<file path="src/rtl/i2c_pkg.sv">
// i2c_pkg: state encoding and widths shared by the I2C master and target
package i2c_pkg;
    localparam int I2C_ADDR_W = 7;
    localparam int I2C_BYTE_W = 8;
    typedef enum logic [2:0] {
        ST_IDLE, ST_ADDR, ST_ADDR_ACK, ST_WR_DATA, ST_WR_ACK, ST_RD_DATA, ST_RD_ACK, ST_IGNORE
    } i2c_state_e;
endpackage

</file>
<file path="src/rtl/i2c_target_if.sv">
// i2c_target_if: pin levels and local byte interface of the I2C target
interface i2c_target_if;
    import i2c_pkg::*;
    logic scl_in;
    logic sda_in;
    logic sda_oe;
    logic [I2C_BYTE_W-1:0] rx_data;
    logic [I2C_BYTE_W-1:0] tx_data;
    logic rx_valid;
    logic tx_load;
    logic busy;
    logic rw_dir;
    modport slave(input scl_in, sda_in, tx_data, output sda_oe, rx_data, rx_valid, tx_load, busy, rw_dir);
    modport master(output scl_in, sda_in, tx_data, input sda_oe, rx_data, rx_valid, tx_load, busy, rw_dir);
endinterface

</file>
<file path="src/rtl/i2c_sync_edge.sv">
// i2c_sync_edge: SCL/SDA synchronizer with history flop and bus event strobes
module i2c_sync_edge #(
    parameter int SYNC_STAGES = 2
) (
    input  logic clk,
    input  logic reset,
    input  logic scl_in,
    input  logic sda_in,
    output logic sda,
    output logic scl_rise,
    output logic scl_fall,
    output logic start_det,
    output logic stop_det
);
    logic [SYNC_STAGES-1:0] scl_s, sda_s;
    logic scl, scl_d, sda_d, sda_chg;
    // all flops reset high so the idle bus never looks like a START
    always_ff @(posedge clk) begin
        if (reset) begin
            scl_s <= '1;
            sda_s <= '1;
            scl_d <= 1'b1;
            sda_d <= 1'b1;
        end else begin
            scl_s <= {scl_s[SYNC_STAGES-2:0], scl_in};
            sda_s <= {sda_s[SYNC_STAGES-2:0], sda_in};
            scl_d <= scl;
            sda_d <= sda;
        end
    end
    assign scl = scl_s[SYNC_STAGES-1];
    assign sda = sda_s[SYNC_STAGES-1];
    assign sda_chg = sda ^ sda_d;
    assign scl_rise = scl & ~scl_d & ~sda_chg;
    assign scl_fall = ~scl & scl_d & ~sda_chg;
    assign start_det = scl & scl_d & sda_d & ~sda;
    assign stop_det = scl & scl_d & ~sda_d & sda;
endmodule

</file>
<file path="src/rtl/i2c_target.sv">
// i2c_target: 7-bit addressed I2C responder delivering bytes to a local byte interface
module i2c_target
    import i2c_pkg::*;
#(
    parameter logic [I2C_ADDR_W-1:0] TARGET_ADDR = 7'h31,
    parameter int SYNC_STAGES = 2
) (
    input logic clk,
    input logic reset,
    i2c_target_if.slave bus
);
    i2c_state_e state;
    logic [2:0] cnt;
    logic [6:0] shreg, txsh;
    logic phase;
    logic sda, scl_rise, scl_fall, start_det, stop_det;

    i2c_sync_edge #(.SYNC_STAGES(SYNC_STAGES)) u_sync (
        .clk(clk),
        .reset(reset),
        .scl_in(bus.scl_in),
        .sda_in(bus.sda_in),
        .sda(sda),
        .scl_rise(scl_rise),
        .scl_fall(scl_fall),
        .start_det(start_det),
        .stop_det(stop_det)
    );

    // phase distinguishes the first and second SCL fall of an ACK slot
    always_ff @(posedge clk) begin
        if (reset) begin
            state <= ST_IDLE;
            cnt <= '0;
            shreg <= '0;
            txsh <= '0;
            phase <= 1'b0;
            bus.sda_oe <= 1'b0;
            bus.rx_data <= '0;
            bus.rx_valid <= 1'b0;
            bus.tx_load <= 1'b0;
            bus.busy <= 1'b0;
            bus.rw_dir <= 1'b0;
        end else begin
            bus.rx_valid <= 1'b0;
            bus.tx_load <= 1'b0;
            if (stop_det) begin
                state <= ST_IDLE;
                bus.sda_oe <= 1'b0;
                bus.busy <= 1'b0;
            end else if (start_det) begin
                state <= ST_ADDR;
                cnt <= '0;
                bus.sda_oe <= 1'b0;
            end else begin
                case (state)
                    ST_ADDR: if (scl_rise) begin
                        shreg <= {shreg[5:0], sda};
                        cnt <= cnt + 3'd1;
                        if (cnt == 3'd7) begin
                            phase <= 1'b0;
                            if (shreg == TARGET_ADDR) state <= ST_ADDR_ACK;
                            else begin
                                state <= ST_IGNORE;
                                bus.busy <= 1'b0;
                            end
                        end
                    end
                    ST_ADDR_ACK: if (scl_fall) begin
                        phase <= 1'b1;
                        if (!phase) begin
                            bus.sda_oe <= 1'b1;
                            bus.busy <= 1'b1;
                            bus.rw_dir <= shreg[0];
                        end else if (bus.rw_dir) begin
                            bus.tx_load <= 1'b1;
                            bus.sda_oe <= ~bus.tx_data[7];
                            txsh <= bus.tx_data[6:0];
                            cnt <= '0;
                            state <= ST_RD_DATA;
                        end else begin
                            bus.sda_oe <= 1'b0;
                            cnt <= '0;
                            state <= ST_WR_DATA;
                        end
                    end
                    ST_WR_DATA: if (scl_rise) begin
                        shreg <= {shreg[5:0], sda};
                        cnt <= cnt + 3'd1;
                        if (cnt == 3'd7) begin
                            bus.rx_data <= {shreg, sda};
                            bus.rx_valid <= 1'b1;
                            phase <= 1'b0;
                            state <= ST_WR_ACK;
                        end
                    end
                    ST_WR_ACK: if (scl_fall) begin
                        phase <= 1'b1;
                        bus.sda_oe <= ~phase;
                        if (phase) begin
                            cnt <= '0;
                            state <= ST_WR_DATA;
                        end
                    end
                    ST_RD_DATA: if (scl_fall) begin
                        cnt <= cnt + 3'd1;
                        if (cnt == 3'd7) begin
                            bus.sda_oe <= 1'b0;
                            phase <= 1'b0;
                            state <= ST_RD_ACK;
                        end else begin
                            bus.sda_oe <= ~txsh[6];
                            txsh <= {txsh[5:0], 1'b0};
                        end
                    end
                    ST_RD_ACK: if (scl_rise) begin
                        if (sda) begin
                            bus.sda_oe <= 1'b0;
                            state <= ST_IGNORE;
                        end else phase <= 1'b1;
                    end else if (scl_fall && phase) begin
                        bus.tx_load <= 1'b1;
                        bus.sda_oe <= ~bus.tx_data[7];
                        txsh <= bus.tx_data[6:0];
                        cnt <= '0;
                        state <= ST_RD_DATA;
                    end
                    default: ;
                endcase
            end
        end
    end
endmodule

</file>
<file path="src/flat_wrapper.sv">
// flat-port wrapper written by rule: the top's interface ports become plain ports
module i2c_target_flat import i2c_pkg::*;
#(
    parameter logic [I2C_ADDR_W-1:0] TARGET_ADDR = 7'h31,
    parameter int SYNC_STAGES = 2
)
  (clk, reset, bus_scl_in, bus_sda_in, bus_tx_data, bus_sda_oe, bus_rx_data, bus_rx_valid, bus_tx_load, bus_busy, bus_rw_dir);
  i2c_target_if bus_i ();
  input logic clk;
  input logic reset;
  input wire logic [$bits(bus_i.scl_in)-1:0] bus_scl_in;
  input wire logic [$bits(bus_i.sda_in)-1:0] bus_sda_in;
  input wire logic [$bits(bus_i.tx_data)-1:0] bus_tx_data;
  output wire logic [$bits(bus_i.sda_oe)-1:0] bus_sda_oe;
  output wire logic [$bits(bus_i.rx_data)-1:0] bus_rx_data;
  output wire logic [$bits(bus_i.rx_valid)-1:0] bus_rx_valid;
  output wire logic [$bits(bus_i.tx_load)-1:0] bus_tx_load;
  output wire logic [$bits(bus_i.busy)-1:0] bus_busy;
  output wire logic [$bits(bus_i.rw_dir)-1:0] bus_rw_dir;
  assign bus_i.scl_in = bus_scl_in;
  assign bus_i.sda_in = bus_sda_in;
  assign bus_i.tx_data = bus_tx_data;
  assign bus_sda_oe = bus_i.sda_oe;
  assign bus_rx_data = bus_i.rx_data;
  assign bus_rx_valid = bus_i.rx_valid;
  assign bus_tx_load = bus_i.tx_load;
  assign bus_busy = bus_i.busy;
  assign bus_rw_dir = bus_i.rw_dir;
  i2c_target #(.TARGET_ADDR(TARGET_ADDR), .SYNC_STAGES(SYNC_STAGES)) u_core (.clk(clk), .reset(reset), .bus(bus_i));
endmodule
</file>
<file path="config.mk">
export PLATFORM = sky130hd
export DESIGN_NAME = i2c_target_flat
export DESIGN_NICKNAME = d
export VERILOG_FILES = /design/src/rtl/i2c_pkg.sv /design/src/rtl/i2c_target_if.sv /design/src/rtl/i2c_sync_edge.sv /design/src/rtl/i2c_target.sv /design/src/flat_wrapper.sv
export SDC_FILE = /design/constraint.sdc
export NUM_CORES = 1
export LEC_CHECK = 0
export CAP_MARGIN = 20
export CORE_ASPECT_RATIO = 0.6
export CORE_MARGIN = 8
export CORE_UTILIZATION = 35
export CTS_BUF_LIST = sky130_fd_sc_hd__clkbuf_8
export DETAILED_ROUTE_END_ITERATION = 16
export GPL_TIMING_DRIVEN = 0
export PLACE_DENSITY = 0.61
export REMOVE_ABC_BUFFERS = 1
export SYNTH_ARGS = -nofsm -noshare
export SYNTH_HDL_FRONTEND = slang
export SYNTH_SLANG_ARGS = --single-unit
export TNS_END_PERCENT = 50
</file>
<file path="constraint.sdc">
create_clock -name clk -period 2.2 [get_ports clk]
set_clock_uncertainty 0.15 [all_clocks]
set_input_delay 0.22 -clock clk [delete_from_list [all_inputs] [get_ports clk]]
set_output_delay 0.22 -clock clk [all_outputs]
set_load 0.1 [all_outputs]
</file>
==> results of run 1 <==
cell usage in the layout (no fill, tap or decap), types with 2 or more instances in the layout:
cell | synthesis | layout
sky130_fd_sc_hd__clkbuf_8 | 0 | 5
sky130_fd_sc_hd__a41oi_1 | 2 | 2
sky130_fd_sc_hd__o32ai_1 | 2 | 2
sky130_fd_sc_hd__nand2_1 | 9 | 9
sky130_fd_sc_hd__nand3_1 | 2 | 2
sky130_fd_sc_hd__inv_1 | 6 | 7
sky130_fd_sc_hd__and2_1 | 2 | 2
sky130_fd_sc_hd__a21o_1 | 3 | 3
sky130_fd_sc_hd__dfxtp_2 | 0 | 4
sky130_fd_sc_hd__a21oi_1 | 10 | 10
sky130_fd_sc_hd__or2_2 | 7 | 7
sky130_fd_sc_hd__nor2_1 | 27 | 27
sky130_fd_sc_hd__buf_4 | 1 | 6
sky130_fd_sc_hd__a211oi_1 | 4 | 4
sky130_fd_sc_hd__mux2i_1 | 26 | 26
sky130_fd_sc_hd__a31oi_1 | 3 | 3
sky130_fd_sc_hd__nor3_1 | 5 | 5
sky130_fd_sc_hd__nand2b_1 | 5 | 5
sky130_fd_sc_hd__clkdlybuf4s50_1 | 0 | 22
sky130_fd_sc_hd__dfxtp_1 | 40 | 35
sky130_fd_sc_hd__o211ai_1 | 2 | 2
sky130_fd_sc_hd__a32oi_1 | 2 | 2
sky130_fd_sc_hd__o21ai_0 | 4 | 4
sky130_fd_sc_hd__a31o_1 | 2 | 2
sky130_fd_sc_hd__nor2b_1 | 5 | 4
sky130_fd_sc_hd__a311oi_1 | 6 | 6
power by group through the flow:
stage	registers, mW	logic (mW)	clock network (mW)
after floorplan	0.754	0.0414	0
after global placement	0.758	0.0796	0
after detailed placement	0.757	0.0825	0
after CTS	0.740	0.0843	0.609
after global routing	0.742	0.0998	0.636
final	0.741	0.0914	0.583
flip-flops by register name, summed over array words and instances, names as in the netlist:
| name | cells |
|---|---|
| u_core.phase | 1 |
| u_core.u_sync.sda_d | 1 |
| u_core.u_sync.sda_s | 2 |
| u_core.bus.rx_valid | 1 |
| u_core.state | 3 |
| u_core.bus.tx_load | 1 |
| u_core.u_sync.scl_s | 2 |
| u_core.bus.rx_data | 8 |
| u_core.bus.busy | 1 |
| u_core.bus.rw_dir | 1 |
| u_core.bus.sda_oe | 1 |
| u_core.shreg | 7 |
| u_core.cnt | 3 |
| u_core.txsh | 7 |
| u_core.u_sync.scl_d | 1 |
cell type report:
cell class	instances	area, um2	share of cell area
Sequential cell	40	810	0.320
Timing Repair Buffer	31	302	0.119
Tap cell	80	100	0.0396
Clock buffer	5	68.8	0.0272
Multi-Input combinational cell	159	1190	0.470
Clock inverter	3	38.8	0.0153
Inverter	6	22.5	0.00891
cells by family (layout without fill, tap and decap cells):
group	count (synthesis)	in the layout
adder cells (fa/ha/maj)	2	2
multiplexers	26	26
AO/OA/AOI/OAI	54	54
XOR/XNOR	2	2
flip-flops	40	40
AND/OR/NAND/NOR	75	75
buffers and inverters	23	45
metrics by stage:
| stage | cells | cell area (um2) | TNS, ns | util | total power [mW] |
|---|---|---|---|---|---|
| 2_1_floorplan | 205 | 1940 | -0.284 | - | 0.796 |
| 3_3_place_gp | 309 | 2280 | -7.21 | 0.408 | 0.837 |
| 3_5_place_dp | 310 | 2300 | -5.70 | 0.411 | 0.840 |
| 4_1_cts | 321 | 2450 | -0.0619 | 0.437 | 1.43 |
| 5_1_grt | 324 | 2530 | 0 | 0.452 | 1.48 |
| 6_report | 324 | 2530 | 0 | 0.452 | 1.42 |
routing by layer:
layer	up-vias	track usage
met5	-	0
met1	798	0.181
met2	59	0.156
met3	6	0.0544
li1	862	-
met4	0	0.0351
worst min-delay path by stage:
stage                           start                     end  slack [ns]  depth (start not counted)
3_3_place_gp   u_core.u_sync.sda_s[0]  u_core.u_sync.sda_s[1]        0.24                          1
5_1_grt        u_core.u_sync.sda_s[0]  u_core.u_sync.sda_s[1]        0.28                          1
2_1_floorplan                   reset            u_core.phase        0.14                          1
6_report       u_core.u_sync.scl_s[0]  u_core.u_sync.scl_s[1]        0.26                          1
3_5_place_dp   u_core.u_sync.scl_s[0]  u_core.u_sync.scl_s[1]        0.24                          1
4_1_cts        u_core.u_sync.scl_s[0]  u_core.u_sync.scl_s[1]        0.26                          1
what timing repair did:
action,CTS,global route
gates resized for setup,7,14
setup endpoints to repair,25,25
pin swaps,1,3
setup buffers,3,3
==> report_table.html, run 1 <==
<table>
<tr><th>Metric</th><th>Value</th></tr>
<tr><th colspan="2">STA</th></tr>
<tr><td>Remaining max-slew budget at the tightest pin</td><td>0.346</td></tr>
<tr><td>RSZ-0062 raised after global routing</td><td>no</td></tr>
<tr><td>Max-slew violation total from the final report</td><td>0</td></tr>
<tr><td>Final-layout worst hold slack</td><td>0.259 ns</td></tr>
<tr><td>Crit share post-route</td><td>0.976</td></tr>
<tr><td>Worst path setup slack after routing</td><td>0.0520 ns</td></tr>
<tr><td>Minimum clock period after layout</td><td>2.15 ns</td></tr>
<tr><td>Setup violation total in the final timing report</td><td>0</td></tr>
<tr><td>Maximum achievable frequency</td><td>0.466 GHz</td></tr>
<tr><td>Hold violation count in the final report</td><td>0</td></tr>
<tr><td>Actual transition at the worst max-transition pin</td><td>0.978 ns</td></tr>
<tr><th colspan="2">Detailed routing</th></tr>
<tr><td>WL met1</td><td>2.54 mm</td></tr>
<tr><td>DRC errors left</td><td>0</td></tr>
<tr><td>Detailed-route wire length per cell</td><td>15.0 um</td></tr>
<tr><td>Vias after detailed routing</td><td>1725</td></tr>
<tr><td>Met2 WL</td><td>1.88 mm</td></tr>
<tr><td>Number of antenna-violating nets in the routed design</td><td>0</td></tr>
<tr><td>Met3 Routed Length</td><td>376 um</td></tr>
<tr><td>Drt initial violations</td><td>120</td></tr>
<tr><td>Highest layer used for signal routing</td><td>met4</td></tr>
<tr><td>Vias per cell</td><td>5.32</td></tr>
<tr><td>Total iterations of the first detailed-routing run</td><td>4</td></tr>
<tr><td>Total wire length after detailed routing</td><td>4.86 mm</td></tr>
<tr><th colspan="2">Power</th></tr>
<tr><td>Power per cell area</td><td>560 nW/um2</td></tr>
<tr><td>Internal power consumption</td><td>1.11 mW</td></tr>
<tr><td>Sequential share of power</td><td>0.524</td></tr>
<tr><td>Net switching share of the total power</td><td>0.217</td></tr>
<tr><td>Total net switching power</td><td>0.308 mW</td></tr>
<tr><td>Comb power frac</td><td>0.065</td></tr>
<tr><td>Part of the power in the clock network</td><td>0.412</td></tr>
<tr><td>Leakage component of the power</td><td>0.917 nW</td></tr>
<tr><td>Peak ir drop on the vdd network</td><td>0.278 mV</td></tr>
<tr><th colspan="2">Clock network</th></tr>
<tr><td>Skew-Pair Late Insertion Delay</td><td>0.29 ns</td></tr>
<tr><td>Number of hold-repair buffers added at the cts stage</td><td>0</td></tr>
<tr><td>Post-CTS clock slew at the launch and capture registers of the worst setup and hold paths</td><td>0.08 ns</td></tr>
<tr><td>Count of H-tree levels built during CTS</td><td>2</td></tr>
<tr><td>TritonCTS clock tree</td><td>yes</td></tr>
<tr><td>Clock Tree Buf Depth</td><td>2</td></tr>
<tr><td>Clock tree root driver cell</td><td>sky130_fd_sc_hd__clkbuf_8</td></tr>
<tr><td>Clock Sink Count</td><td>40</td></tr>
<tr><td>Number of clock buffers inserted by TritonCTS</td><td>5</td></tr>
<tr><th colspan="2">Setup path</th></tr>
<tr><td>CP Depth</td><td>1</td></tr>
<tr><td>Highest fanout seen on the critical path</td><td>2</td></tr>
<tr><td>CP required</td><td>1.83 ns</td></tr>
<tr><td>Worst Reg2Reg Path Length in Cells</td><td>7</td></tr>
<tr><td>Slowest-stage cell, CP</td><td>sky130_fd_sc_hd__clkdlybuf4s50_1</td></tr>
<tr><td>FF-to-FF setup slack</td><td>0.15 ns</td></tr>
<tr><td>Worst setup SP type</td><td>flop</td></tr>
<tr><td>Number of buffers and inverters on the critical path</td><td>1</td></tr>
<tr><td>Cells along the critical path</td><td>clkdlybuf4s50_1</td></tr>
<tr><td>Critical path's largest stage delay</td><td>1.14 ns</td></tr>
<tr><td>Gate family responsible for the most delay along the worst path</td><td>buffers and inverters</td></tr>
<tr><td>Kind of critical path</td><td>flop to primary output</td></tr>
<tr><td>Destination of the critical timing path</td><td>bus_sda_oe</td></tr>
<tr><td>Setup crit end kind</td><td>primary output</td></tr>
<tr><td>Origin of the critical flop-to-flop path</td><td>u_core.cnt[0]</td></tr>
<tr><td>Reg2reg end</td><td>u_core.state[1]</td></tr>
<tr><td>Origin of the worst setup path</td><td>u_core.bus.sda_oe</td></tr>
<tr><td>Worst EP arrival</td><td>1.78 ns</td></tr>
<tr><th colspan="2">Synth</th></tr>
<tr><td>#FFs+latches synth</td><td>40</td></tr>
<tr><td>Yosys warnings</td><td>0</td></tr>
<tr><td>Complex-gate fraction of the synthesized area</td><td>0.204</td></tr>
<tr><td>EDFF count, synth</td><td>0</td></tr>
<tr><td>Simple-gate share of the synthesized area</td><td>0.191</td></tr>
<tr><td>Synth unique cells</td><td>53</td></tr>
<tr><td>Share of async-settable or async-resettable flops after synthesis</td><td>0</td></tr>
<tr><td>Ranking of synthesized cells by instance count</td><td>sky130_fd_sc_hd__dfxtp_1 (40), sky130_fd_sc_hd__nor2_1 (27), sky130_fd_sc_hd__mux2i_1 (26)</td></tr>
<tr><td>Post-Synthesis Cell Area</td><td>2030 um2</td></tr>
<tr><td>Xor-xnor portion of the synthesized cell area</td><td>0.0160</td></tr>
<tr><td>Post-synthesis instance total</td><td>222</td></tr>
<tr><td>Ys flop type</td><td>sky130_fd_sc_hd__dfxtp_1</td></tr>
<tr><td>Yosys top cell area share</td><td>0.394</td></tr>
<tr><td>Syn Area/Cell</td><td>9.16 um2</td></tr>
<tr><td>Combinational family with the most area after synthesis</td><td>compound AO/OA/AOI/OAI gates</td></tr>
<tr><td>Mux cell area share after synthesis</td><td>0.128</td></tr>
<tr><td>Register area share after synthesis</td><td>0.394</td></tr>
<tr><td>Synth Area in Adders</td><td>0.0123</td></tr>
<tr><td>Most area-consuming cells after synthesis</td><td>sky130_fd_sc_hd__dfxtp_1 (39%), sky130_fd_sc_hd__mux2i_1 (13%), sky130_fd_sc_hd__nor2_1 (5.0%), sky130_fd_sc_hd__a311oi_1 (2.6%), sky130_fd_sc_hd__a21oi_1 (2.5%)</td></tr>
<tr><td>Post-synthesis cell type with the largest combined area</td><td>sky130_fd_sc_hd__dfxtp_1</td></tr>
<tr><td>Cell with the most instances after synthesis</td><td>sky130_fd_sc_hd__dfxtp_1</td></tr>
<tr><th colspan="2">Final layout</th></tr>
<tr><td>Relative area change from synthesis to final layout</td><td>24.3%</td></tr>
<tr><td>Post-layout net count</td><td>257</td></tr>
<tr><td>Antenna Diode Count</td><td>0</td></tr>
<tr><td>Fraction of layout instances using a drive strength above 1</td><td>0.160</td></tr>
<tr><td>Number of fillers in the final layout</td><td>562</td></tr>
<tr><th colspan="2">Job</th></tr>
<tr><td>Number of max-cap violations</td><td>0</td></tr>
<tr><th colspan="2">Status</th></tr>
<tr><td>Status</td><td>finished, final reports clean</td></tr>
<tr><th colspan="2">Floorplan</th></tr>
<tr><td>Die Width</td><td>114 um</td></tr>
<tr><td>Site row count</td><td>21</td></tr>
<tr><td>DIE AREA</td><td>8590 um2</td></tr>
<tr><td>Starting density of the core</td><td>0.364</td></tr>
<tr><td>Std-Cell Core Area</td><td>5600 um2</td></tr>
<tr><td>Number of I/O pins</td><td>25</td></tr>
<tr><td>Die height</td><td>75.1 um</td></tr>
<tr><th colspan="2">GRT</th></tr>
<tr><td>Pin count of the biggest net entering global routing</td><td>21</td></tr>
<tr><td>Vias in the first global route</td><td>1596</td></tr>
<tr><td>Number of antenna violations at the first check in global routing</td><td>0</td></tr>
<tr><td>Global-route usage over all layers</td><td>0.125</td></tr>
<tr><td>Overflow left after global routing</td><td>0</td></tr>
<tr><td>Wire length of the first global-routing pass</td><td>8.30 mm</td></tr>
<tr><th colspan="2">Placed design</th></tr>
<tr><td>Half-perimeter wire length after detailed placement</td><td>3.46 mm</td></tr>
<tr><td>Final Wtd Congestion</td><td>0.903</td></tr>
<tr><td>Number of buffer cells added on primary ports</td><td>24</td></tr>
<tr><td>Post-placement worst setup slack</td><td>-0.377 ns</td></tr>
<tr><th colspan="2">Min path</th></tr>
<tr><td>Classification of the worst-slack hold path</td><td>flop to flop</td></tr>
</table>
Note: power is estimated with default switching activity, not from simulation.
==> run 2, diff against run 1 <==
--- a/config.mk
+++ b/config.mk
@@ -14,6 +14,7 @@
 export GPL_TIMING_DRIVEN = 0
 export PLACE_DENSITY = 0.61
 export REMOVE_ABC_BUFFERS = 1
+export SLEW_MARGIN = 30
 export SYNTH_ARGS = -nofsm -noshare
 export SYNTH_HDL_FRONTEND = slang
 export SYNTH_SLANG_ARGS = --single-unit
==> report_table.html, run 2 (same netlist as run 1, synthesis figures left out) <==
<table>
<tr><th>Metric</th><th>Value</th></tr>
<tr><th colspan="2">GRT</th></tr>
<tr><td>Overflow left after global routing</td><td>0</td></tr>
<tr><td>Global-route usage over all layers</td><td>0.120</td></tr>
<tr><td>Wire length of the first global-routing pass</td><td>8.21 mm</td></tr>
<tr><td>Vias in the first global route</td><td>1560</td></tr>
<tr><td>Number of antenna violations at the first check in global routing</td><td>0</td></tr>
<tr><td>Pin count of the biggest net entering global routing</td><td>35</td></tr>
<tr><th colspan="2">Status</th></tr>
<tr><td>Status</td><td>finished, final reports clean</td></tr>
<tr><th colspan="2">Detailed routing</th></tr>
<tr><td>Met2 WL</td><td>1.88 mm</td></tr>
<tr><td>Total iterations of the first detailed-routing run</td><td>4</td></tr>
<tr><td>Met3 Routed Length</td><td>276 um</td></tr>
<tr><td>DRC errors left</td><td>0</td></tr>
<tr><td>WL met1</td><td>2.61 mm</td></tr>
<tr><td>Vias per cell</td><td>5.20</td></tr>
<tr><td>Highest layer used for signal routing</td><td>met4</td></tr>
<tr><td>Drt initial violations</td><td>121</td></tr>
<tr><td>Number of antenna-violating nets in the routed design</td><td>0</td></tr>
<tr><td>Total wire length after detailed routing</td><td>4.82 mm</td></tr>
<tr><td>Vias after detailed routing</td><td>1670</td></tr>
<tr><td>Detailed-route wire length per cell</td><td>15.0 um</td></tr>
<tr><th colspan="2">STA</th></tr>
<tr><td>Hold violation count in the final report</td><td>0</td></tr>
<tr><td>Worst path setup slack after routing</td><td>0.0559 ns</td></tr>
<tr><td>Crit share post-route</td><td>0.975</td></tr>
<tr><td>Actual transition at the worst max-transition pin</td><td>0.979 ns</td></tr>
<tr><td>Final-layout worst hold slack</td><td>0.265 ns</td></tr>
<tr><td>Minimum clock period after layout</td><td>2.14 ns</td></tr>
<tr><td>RSZ-0062 raised after global routing</td><td>no</td></tr>
<tr><td>Remaining max-slew budget at the tightest pin</td><td>0.345</td></tr>
<tr><td>Setup violation total in the final timing report</td><td>0</td></tr>
<tr><td>Maximum achievable frequency</td><td>0.466 GHz</td></tr>
<tr><td>Max-slew violation total from the final report</td><td>0</td></tr>
<tr><th colspan="2">Clock network</th></tr>
<tr><td>Count of H-tree levels built during CTS</td><td>2</td></tr>
<tr><td>Clock Tree Buf Depth</td><td>2</td></tr>
<tr><td>Clock tree root driver cell</td><td>sky130_fd_sc_hd__clkbuf_8</td></tr>
<tr><td>Skew-Pair Late Insertion Delay</td><td>0.30 ns</td></tr>
<tr><td>TritonCTS clock tree</td><td>yes</td></tr>
<tr><td>Clock Sink Count</td><td>40</td></tr>
<tr><td>Number of clock buffers inserted by TritonCTS</td><td>5</td></tr>
<tr><td>Number of hold-repair buffers added at the cts stage</td><td>0</td></tr>
<tr><td>Post-CTS clock slew at the launch and capture registers of the worst setup and hold paths</td><td>0.08 ns</td></tr>
<tr><th colspan="2">Final layout</th></tr>
<tr><td>Register containing the most flip-flops in the final layout</td><td>u_core.bus.rx_data</td></tr>
<tr><td>Largest registers</td><td>u_core.bus.rx_data (8), u_core.shreg (7), u_core.txsh (7)</td></tr>
<tr><td>Post-layout net count</td><td>254</td></tr>
<tr><td>Max FFs per register</td><td>8</td></tr>
<tr><td>Commonest non-fill, non-tap cell in the layout</td><td>sky130_fd_sc_hd__dfxtp_1</td></tr>
<tr><td>Fraction of layout instances using a drive strength above 1</td><td>0.149</td></tr>
<tr><td>Relative area change from synthesis to final layout</td><td>21.8%</td></tr>
<tr><td>Antenna Diode Count</td><td>0</td></tr>
<tr><td>Top library cells by usage in the layout, fill and taps aside</td><td>sky130_fd_sc_hd__dfxtp_1 (35), sky130_fd_sc_hd__nor2_1 (27), sky130_fd_sc_hd__mux2i_1 (26), sky130_fd_sc_hd__clkdlybuf4s50_1 (21), sky130_fd_sc_hd__a21oi_1 (10)</td></tr>
<tr><th colspan="2">Job</th></tr>
<tr><td>Number of max-cap violations</td><td>0</td></tr>
<tr><th colspan="2">Setup path</th></tr>
<tr><td>Kind of critical path</td><td>flop to primary output</td></tr>
<tr><td>Critical path's largest stage delay</td><td>1.14 ns</td></tr>
<tr><td>Worst EP arrival</td><td>1.77 ns</td></tr>
<tr><td>Worst setup SP type</td><td>flop</td></tr>
<tr><td>Number of buffers and inverters on the critical path</td><td>1</td></tr>
<tr><td>Cells along the critical path</td><td>clkdlybuf4s50_1</td></tr>
<tr><td>Gate family responsible for the most delay along the worst path</td><td>buffers and inverters</td></tr>
<tr><td>Highest fanout seen on the critical path</td><td>2</td></tr>
<tr><td>CP required</td><td>1.83 ns</td></tr>
<tr><td>Setup crit end kind</td><td>primary output</td></tr>
<tr><td>Slowest-stage cell, CP</td><td>sky130_fd_sc_hd__clkdlybuf4s50_1</td></tr>
<tr><th colspan="2">Power</th></tr>
<tr><td>Net switching share of the total power</td><td>0.221</td></tr>
<tr><td>Power per cell area</td><td>572 nW/um2</td></tr>
<tr><td>Peak ir drop on the vdd network</td><td>0.221 mV</td></tr>
<tr><td>Comb power frac</td><td>0.059</td></tr>
<tr><td>Total net switching power</td><td>0.313 mW</td></tr>
<tr><td>Part of the power in the clock network</td><td>0.417</td></tr>
<tr><td>Sequential share of power</td><td>0.524</td></tr>
<tr><td>Leakage component of the power</td><td>0.901 nW</td></tr>
<tr><td>Internal power consumption</td><td>1.10 mW</td></tr>
<tr><th colspan="2">Floorplan</th></tr>
<tr><td>Std-Cell Core Area</td><td>5600 um2</td></tr>
<tr><td>Number of I/O pins</td><td>25</td></tr>
<tr><td>Starting density of the core</td><td>0.364</td></tr>
<tr><td>DIE AREA</td><td>8590 um2</td></tr>
<tr><td>Die height</td><td>75.1 um</td></tr>
<tr><td>Die Width</td><td>114 um</td></tr>
<tr><td>Site row count</td><td>21</td></tr>
<tr><th colspan="2">Min path</th></tr>
<tr><td>Classification of the worst-slack hold path</td><td>flop to flop</td></tr>
<tr><th colspan="2">Placed design</th></tr>
<tr><td>Post-placement worst setup slack</td><td>-0.402 ns</td></tr>
<tr><td>Final Wtd Congestion</td><td>0.903</td></tr>
<tr><td>Number of buffer cells added on primary ports</td><td>24</td></tr>
<tr><td>Half-perimeter wire length after detailed placement</td><td>3.40 mm</td></tr>
</table>
==> run 2: cell count changes in the layout (fill, tap and decap cells not counted) <==
cell and change:
sky130_fd_sc_hd__buf_2 +1, sky130_fd_sc_hd__buf_4 -2, sky130_fd_sc_hd__buf_8 -1, sky130_fd_sc_hd__clkdlybuf4s50_1 -1
sky130_fd_sc_hd__dfxtp_2 +1, sky130_fd_sc_hd__dfxtp_4 -1, sky130_fd_sc_hd__ha_1 +1, sky130_fd_sc_hd__ha_2 -1
sky130_fd_sc_hd__o41ai_2 +1, sky130_fd_sc_hd__o41ai_4 -1
==> run 2: layout make-up <==
| type | instances | area, um2 |
|---|---|---|
| tap | 80 | 100 |
| fill | 549 | 3120 |
| inverter | 6 | 22.5 |
| clock buffer | 5 | 68.8 |
| multi-input combinational | 159 | 1170 |
| sequential | 40 | 807 |
| timing repair buffer | 28 | 267 |
| clock inverter | 3 | 38.8 |
==> run 2: through the flow <==
stage          cell area, um2   util  instances  power (mW)  TNS [ns]
2_1_floorplan            1940      -        205       0.796    -0.284
3_3_place_gp             2280  0.408        309       0.837     -7.21
3_5_place_dp             2280  0.407        309       0.836     -5.91
4_1_cts                  2420  0.432        319        1.43   -0.0688
5_1_grt                  2480  0.443        321        1.47         0
6_report                 2480  0.443        321        1.42         0
==> run 2: repair_timing <==
action | 4_1_cts | 5_1_grt
setup endpoints to repair | 24 | 20
gates resized for setup | 7 | 11
hold endpoints to repair | 0 | 0
pin swaps | 1 | 2
setup buffers | 2 | 2
==> run 2: per-layer routing <==
layer / global-route usage / vias to the layer above
met5: 0.0181 / -
met4: 0.0307 / 0
met3: 0.0352 / 8
met2: 0.157 / 31
met1: 0.180 / 784
li1: - / 847
==> run 2: final timing paths <==
check,depth (start not counted),slack [ns],end,from
worst min-delay path,1,0.26,u_core.u_sync.sda_s[1],u_core.u_sync.sda_s[0]
worst min register to register,1,0.26,u_core.u_sync.sda_s[1],u_core.u_sync.sda_s[0]
worst max-delay path,1,0.06,bus_sda_oe,u_core.bus.sda_oe
worst max register to register,5,0.10,u_core.bus.rx_data[0],u_core.u_sync.scl_s[1]
==> run 2: power groups by stage <==
| stage | clock, mW | sequential (mW) | combinational, mW |
|---|---|---|---|
| after floorplan | 0 | 0.754 | 0.0414 |
| after global placement | 0 | 0.758 | 0.0796 |
| after detailed placement | 0 | 0.757 | 0.0788 |
| after CTS | 0.606 | 0.740 | 0.0802 |
| after global routing | 0.637 | 0.743 | 0.0924 |
| final | 0.591 | 0.742 | 0.0840 |
==> run 3, diff against run 2 <==
--- a/config.mk
+++ b/config.mk
@@ -8,11 +8,11 @@
 export CAP_MARGIN = 20
 export CORE_ASPECT_RATIO = 0.6
 export CORE_MARGIN = 8
-export CORE_UTILIZATION = 35
+export CORE_UTILIZATION = 53
 export CTS_BUF_LIST = sky130_fd_sc_hd__clkbuf_8
 export DETAILED_ROUTE_END_ITERATION = 16
 export GPL_TIMING_DRIVEN = 0
-export PLACE_DENSITY = 0.61
+export PLACE_DENSITY = 0.84
 export REMOVE_ABC_BUFFERS = 1
 export SLEW_MARGIN = 30
 export SYNTH_ARGS = -nofsm -noshare
==> report_table.html, run 3 (same netlist as run 1, synthesis figures left out) <==
<table>
<tr><th>Metric</th><th>Value</th></tr>
<tr><th colspan="2">STA</th></tr>
<tr><td>Setup violation total in the final timing report</td><td>0</td></tr>
<tr><td>Crit share post-route</td><td>0.979</td></tr>
<tr><td>RSZ-0062 raised after global routing</td><td>no</td></tr>
<tr><td>Final-layout worst hold slack</td><td>0.250 ns</td></tr>
<tr><td>Hold violation count in the final report</td><td>0</td></tr>
<tr><td>Minimum clock period after layout</td><td>2.15 ns</td></tr>
<tr><td>Remaining max-slew budget at the tightest pin</td><td>0.351</td></tr>
<tr><td>Max-slew violation total from the final report</td><td>0</td></tr>
<tr><td>Actual transition at the worst max-transition pin</td><td>0.971 ns</td></tr>
<tr><td>Setup TNS after final layout</td><td>0 ns</td></tr>
<tr><td>Maximum achievable frequency</td><td>0.464 GHz</td></tr>
<tr><th colspan="2">Final layout</th></tr>
<tr><td>Largest registers</td><td>u_core.bus.rx_data (8), u_core.shreg (7), u_core.txsh (7)</td></tr>
<tr><td>Max FFs per register</td><td>8</td></tr>
<tr><td>Final cell count without fillers</td><td>290</td></tr>
<tr><td>Antenna Diode Count</td><td>0</td></tr>
<tr><td>Post-layout net count</td><td>256</td></tr>
<tr><td>Top library cells by usage in the layout, fill and taps aside</td><td>sky130_fd_sc_hd__dfxtp_1 (33), sky130_fd_sc_hd__nor2_1 (27), sky130_fd_sc_hd__mux2i_1 (26), sky130_fd_sc_hd__clkdlybuf4s50_1 (22), sky130_fd_sc_hd__a21oi_1 (10)</td></tr>
<tr><td>Commonest non-fill, non-tap cell in the layout</td><td>sky130_fd_sc_hd__dfxtp_1</td></tr>
<tr><td>Relative area change from synthesis to final layout</td><td>20.6%</td></tr>
<tr><td>Fraction of layout instances using a drive strength above 1</td><td>0.177</td></tr>
<tr><td>Register containing the most flip-flops in the final layout</td><td>u_core.bus.rx_data</td></tr>
<tr><th colspan="2">Clock network</th></tr>
<tr><td>Clock tree root driver cell</td><td>sky130_fd_sc_hd__clkbuf_8</td></tr>
<tr><td>Number of hold-repair buffers added at the cts stage</td><td>0</td></tr>
<tr><td>Post-CTS clock slew at the launch and capture registers of the worst setup and hold paths</td><td>0.08 ns</td></tr>
<tr><td>Number of clock buffers inserted by TritonCTS</td><td>5</td></tr>
<tr><td>Clock Sink Count</td><td>40</td></tr>
<tr><td>Clock Tree Buf Depth</td><td>2</td></tr>
<tr><td>Count of H-tree levels built during CTS</td><td>2</td></tr>
<tr><td>Skew-Pair Late Insertion Delay</td><td>0.29 ns</td></tr>
<tr><td>TritonCTS clock tree</td><td>yes</td></tr>
<tr><th colspan="2">Floorplan</th></tr>
<tr><td>DIE AREA</td><td>6140 um2</td></tr>
<tr><td>Std-Cell Core Area</td><td>3680 um2</td></tr>
<tr><td>Site row count</td><td>17</td></tr>
<tr><td>Number of I/O pins</td><td>25</td></tr>
<tr><td>Die height</td><td>64.0 um</td></tr>
<tr><td>Die Width</td><td>96.0 um</td></tr>
<tr><td>Starting density of the core</td><td>0.553</td></tr>
<tr><th colspan="2">Placed design</th></tr>
<tr><td>Final Wtd Congestion</td><td>0.918</td></tr>
<tr><td>Half-perimeter wire length after detailed placement</td><td>3.39 mm</td></tr>
<tr><td>Placed Cells incl. Taps</td><td>276</td></tr>
<tr><td>Number of buffer cells added on primary ports</td><td>24</td></tr>
<tr><th colspan="2">Job</th></tr>
<tr><td>Number of max-cap violations</td><td>0</td></tr>
<tr><th colspan="2">Setup path</th></tr>
<tr><td>Worst Reg2Reg Path Length in Cells</td><td>5</td></tr>
<tr><td>Slowest-stage cell, CP</td><td>sky130_fd_sc_hd__clkdlybuf4s50_1</td></tr>
<tr><td>Origin of the critical flop-to-flop path</td><td>u_core.u_sync.scl_s[1]</td></tr>
<tr><td>Highest fanout seen on the critical path</td><td>2</td></tr>
<tr><td>Gate family responsible for the most delay along the worst path</td><td>buffers and inverters</td></tr>
<tr><td>Worst EP arrival</td><td>1.78 ns</td></tr>
<tr><td>Critical path's largest stage delay</td><td>1.14 ns</td></tr>
<tr><td>FF-to-FF setup slack</td><td>0.09 ns</td></tr>
<tr><td>Kind of critical path</td><td>flop to primary output</td></tr>
<tr><td>Setup crit end kind</td><td>primary output</td></tr>
<tr><td>Worst setup SP type</td><td>flop</td></tr>
<tr><td>Number of buffers and inverters on the critical path</td><td>1</td></tr>
<tr><td>Reg2reg end</td><td>u_core.bus.rx_data[0]</td></tr>
<tr><td>CP required</td><td>1.83 ns</td></tr>
<tr><td>Cells along the critical path</td><td>clkdlybuf4s50_1</td></tr>
<tr><th colspan="2">Detailed routing</th></tr>
<tr><td>Number of antenna-violating nets in the routed design</td><td>0</td></tr>
<tr><td>Vias per cell</td><td>6.11</td></tr>
<tr><td>DRC errors left</td><td>0</td></tr>
<tr><td>Total wire length after detailed routing</td><td>4.88 mm</td></tr>
<tr><td>Drt initial violations</td><td>187</td></tr>
<tr><td>Detailed-route wire length per cell</td><td>16.8 um</td></tr>
<tr><td>Vias after detailed routing</td><td>1771</td></tr>
<tr><td>Total iterations of the first detailed-routing run</td><td>4</td></tr>
<tr><th colspan="2">GRT</th></tr>
<tr><td>Overflow left after global routing</td><td>0</td></tr>
<tr><td>Global-route usage over all layers</td><td>0.167</td></tr>
<tr><td>Wire length of the first global-routing pass</td><td>8.14 mm</td></tr>
<tr><td>Vias in the first global route</td><td>1710</td></tr>
<tr><td>Number of antenna violations at the first check in global routing</td><td>0</td></tr>
<tr><td>Pin count of the biggest net entering global routing</td><td>35</td></tr>
<tr><th colspan="2">Power</th></tr>
<tr><td>Peak ir drop on the vdd network</td><td>0.465 mV</td></tr>
<tr><td>Net switching share of the total power</td><td>0.218</td></tr>
<tr><td>PnR Total Power</td><td>1.41 mW</td></tr>
<tr><td>Internal power consumption</td><td>1.10 mW</td></tr>
<tr><td>Total net switching power</td><td>0.308 mW</td></tr>
<tr><td>Comb power frac</td><td>0.060</td></tr>
<tr><td>Sequential share of power</td><td>0.526</td></tr>
<tr><td>Leakage component of the power</td><td>0.892 nW</td></tr>
<tr><td>Power per cell area</td><td>575 nW/um2</td></tr>
<tr><td>Part of the power in the clock network</td><td>0.414</td></tr>
<tr><th colspan="2">Status</th></tr>
<tr><td>Status</td><td>finished, final reports clean</td></tr>
<tr><th colspan="2">Min path</th></tr>
<tr><td>Hold Path Depth</td><td>2</td></tr>
<tr><td>Classification of the worst-slack hold path</td><td>primary input to flop</td></tr>
<tr><td>Worst Hold End</td><td>u_core.bus.rw_dir</td></tr>
<tr><td>Worst Min Path Start</td><td>reset</td></tr>
</table>
[run 3: power groups by stage]
| stage | logic (mW) | clock network (mW) | registers, mW |
|---|---|---|---|
| after floorplan | 0.0414 | 0 | 0.754 |
| after global placement | 0.0768 | 0 | 0.758 |
| after detailed placement | 0.0767 | 0 | 0.758 |
| after CTS | 0.0822 | 0.598 | 0.741 |
| after global routing | 0.0922 | 0.624 | 0.743 |
| final | 0.0846 | 0.585 | 0.742 |
[run 3: stage by stage]
stage / cell area [um2] / utilization / worst slack (ns)
after CTS: 2410 / 0.655 / -0.0597
after detailed placement: 2240 / 0.608 / -0.378
after global placement: 2240 / 0.610 / -0.378
after floorplan: 1940 / - / -0.0473
after global routing: 2450 / 0.667 / 0.00579
final: 2450 / 0.667 / 0.0463
[run 3: final cells by class]
type / instances / area [um2]
fill: 319 / 1230
clock buffer: 5 / 68.8
inverter: 6 / 22.5
tap: 47 / 58.8
multi-input combinational: 159 / 1180
clock inverter: 3 / 38.8
timing repair buffer: 30 / 279
sequential: 40 / 810
[run 3: how the worst max path moves through the flow]
stage          slack [ns]              startpoint  cells after the start                     to
3_5_place_dp        -0.38  u_core.u_sync.scl_s[1]                      5  u_core.bus.rx_data[0]
5_1_grt             0.006   u_core.bus.rx_data[7]                      1         bus_rx_data[7]
2_1_floorplan       -0.05       u_core.bus.rw_dir                      4         u_core.txsh[1]
4_1_cts             -0.06           u_core.cnt[0]                      7        u_core.state[1]
3_3_place_gp        -0.38  u_core.u_sync.scl_s[1]                      5  u_core.bus.rx_data[1]
6_report             0.05   u_core.bus.rx_data[0]                      1         bus_rx_data[0]
[run 3: worst reg2reg max path, cell delays in order, from the launching register on]
cell and delay (ns):
sky130_fd_sc_hd__dfxtp_2 0.44, sky130_fd_sc_hd__nor2b_1 0.29, sky130_fd_sc_hd__and4_4 0.39, sky130_fd_sc_hd__and3_2 0.40, sky130_fd_sc_hd__mux2i_1 0.26, sky130_fd_sc_hd__nor2_1 0.06
[run 3: per-layer routing]
layer | GRT usage | part of all wire
met1 | 0.234 | 0.47
met3 | 0.0653 | 0.11
met5 | 0 | 0
met2 | 0.224 | 0.41
met4 | 0.0571 | 0.0090
[run 3: timing repair]
action                                  CTS  global route
pin swaps                                 1             2
gates resized for setup                   8            13
endpoints found under the hold margin     0             0
endpoints found under the setup margin   24            21
gates cloned                              0             0
buffers inserted                          6             0
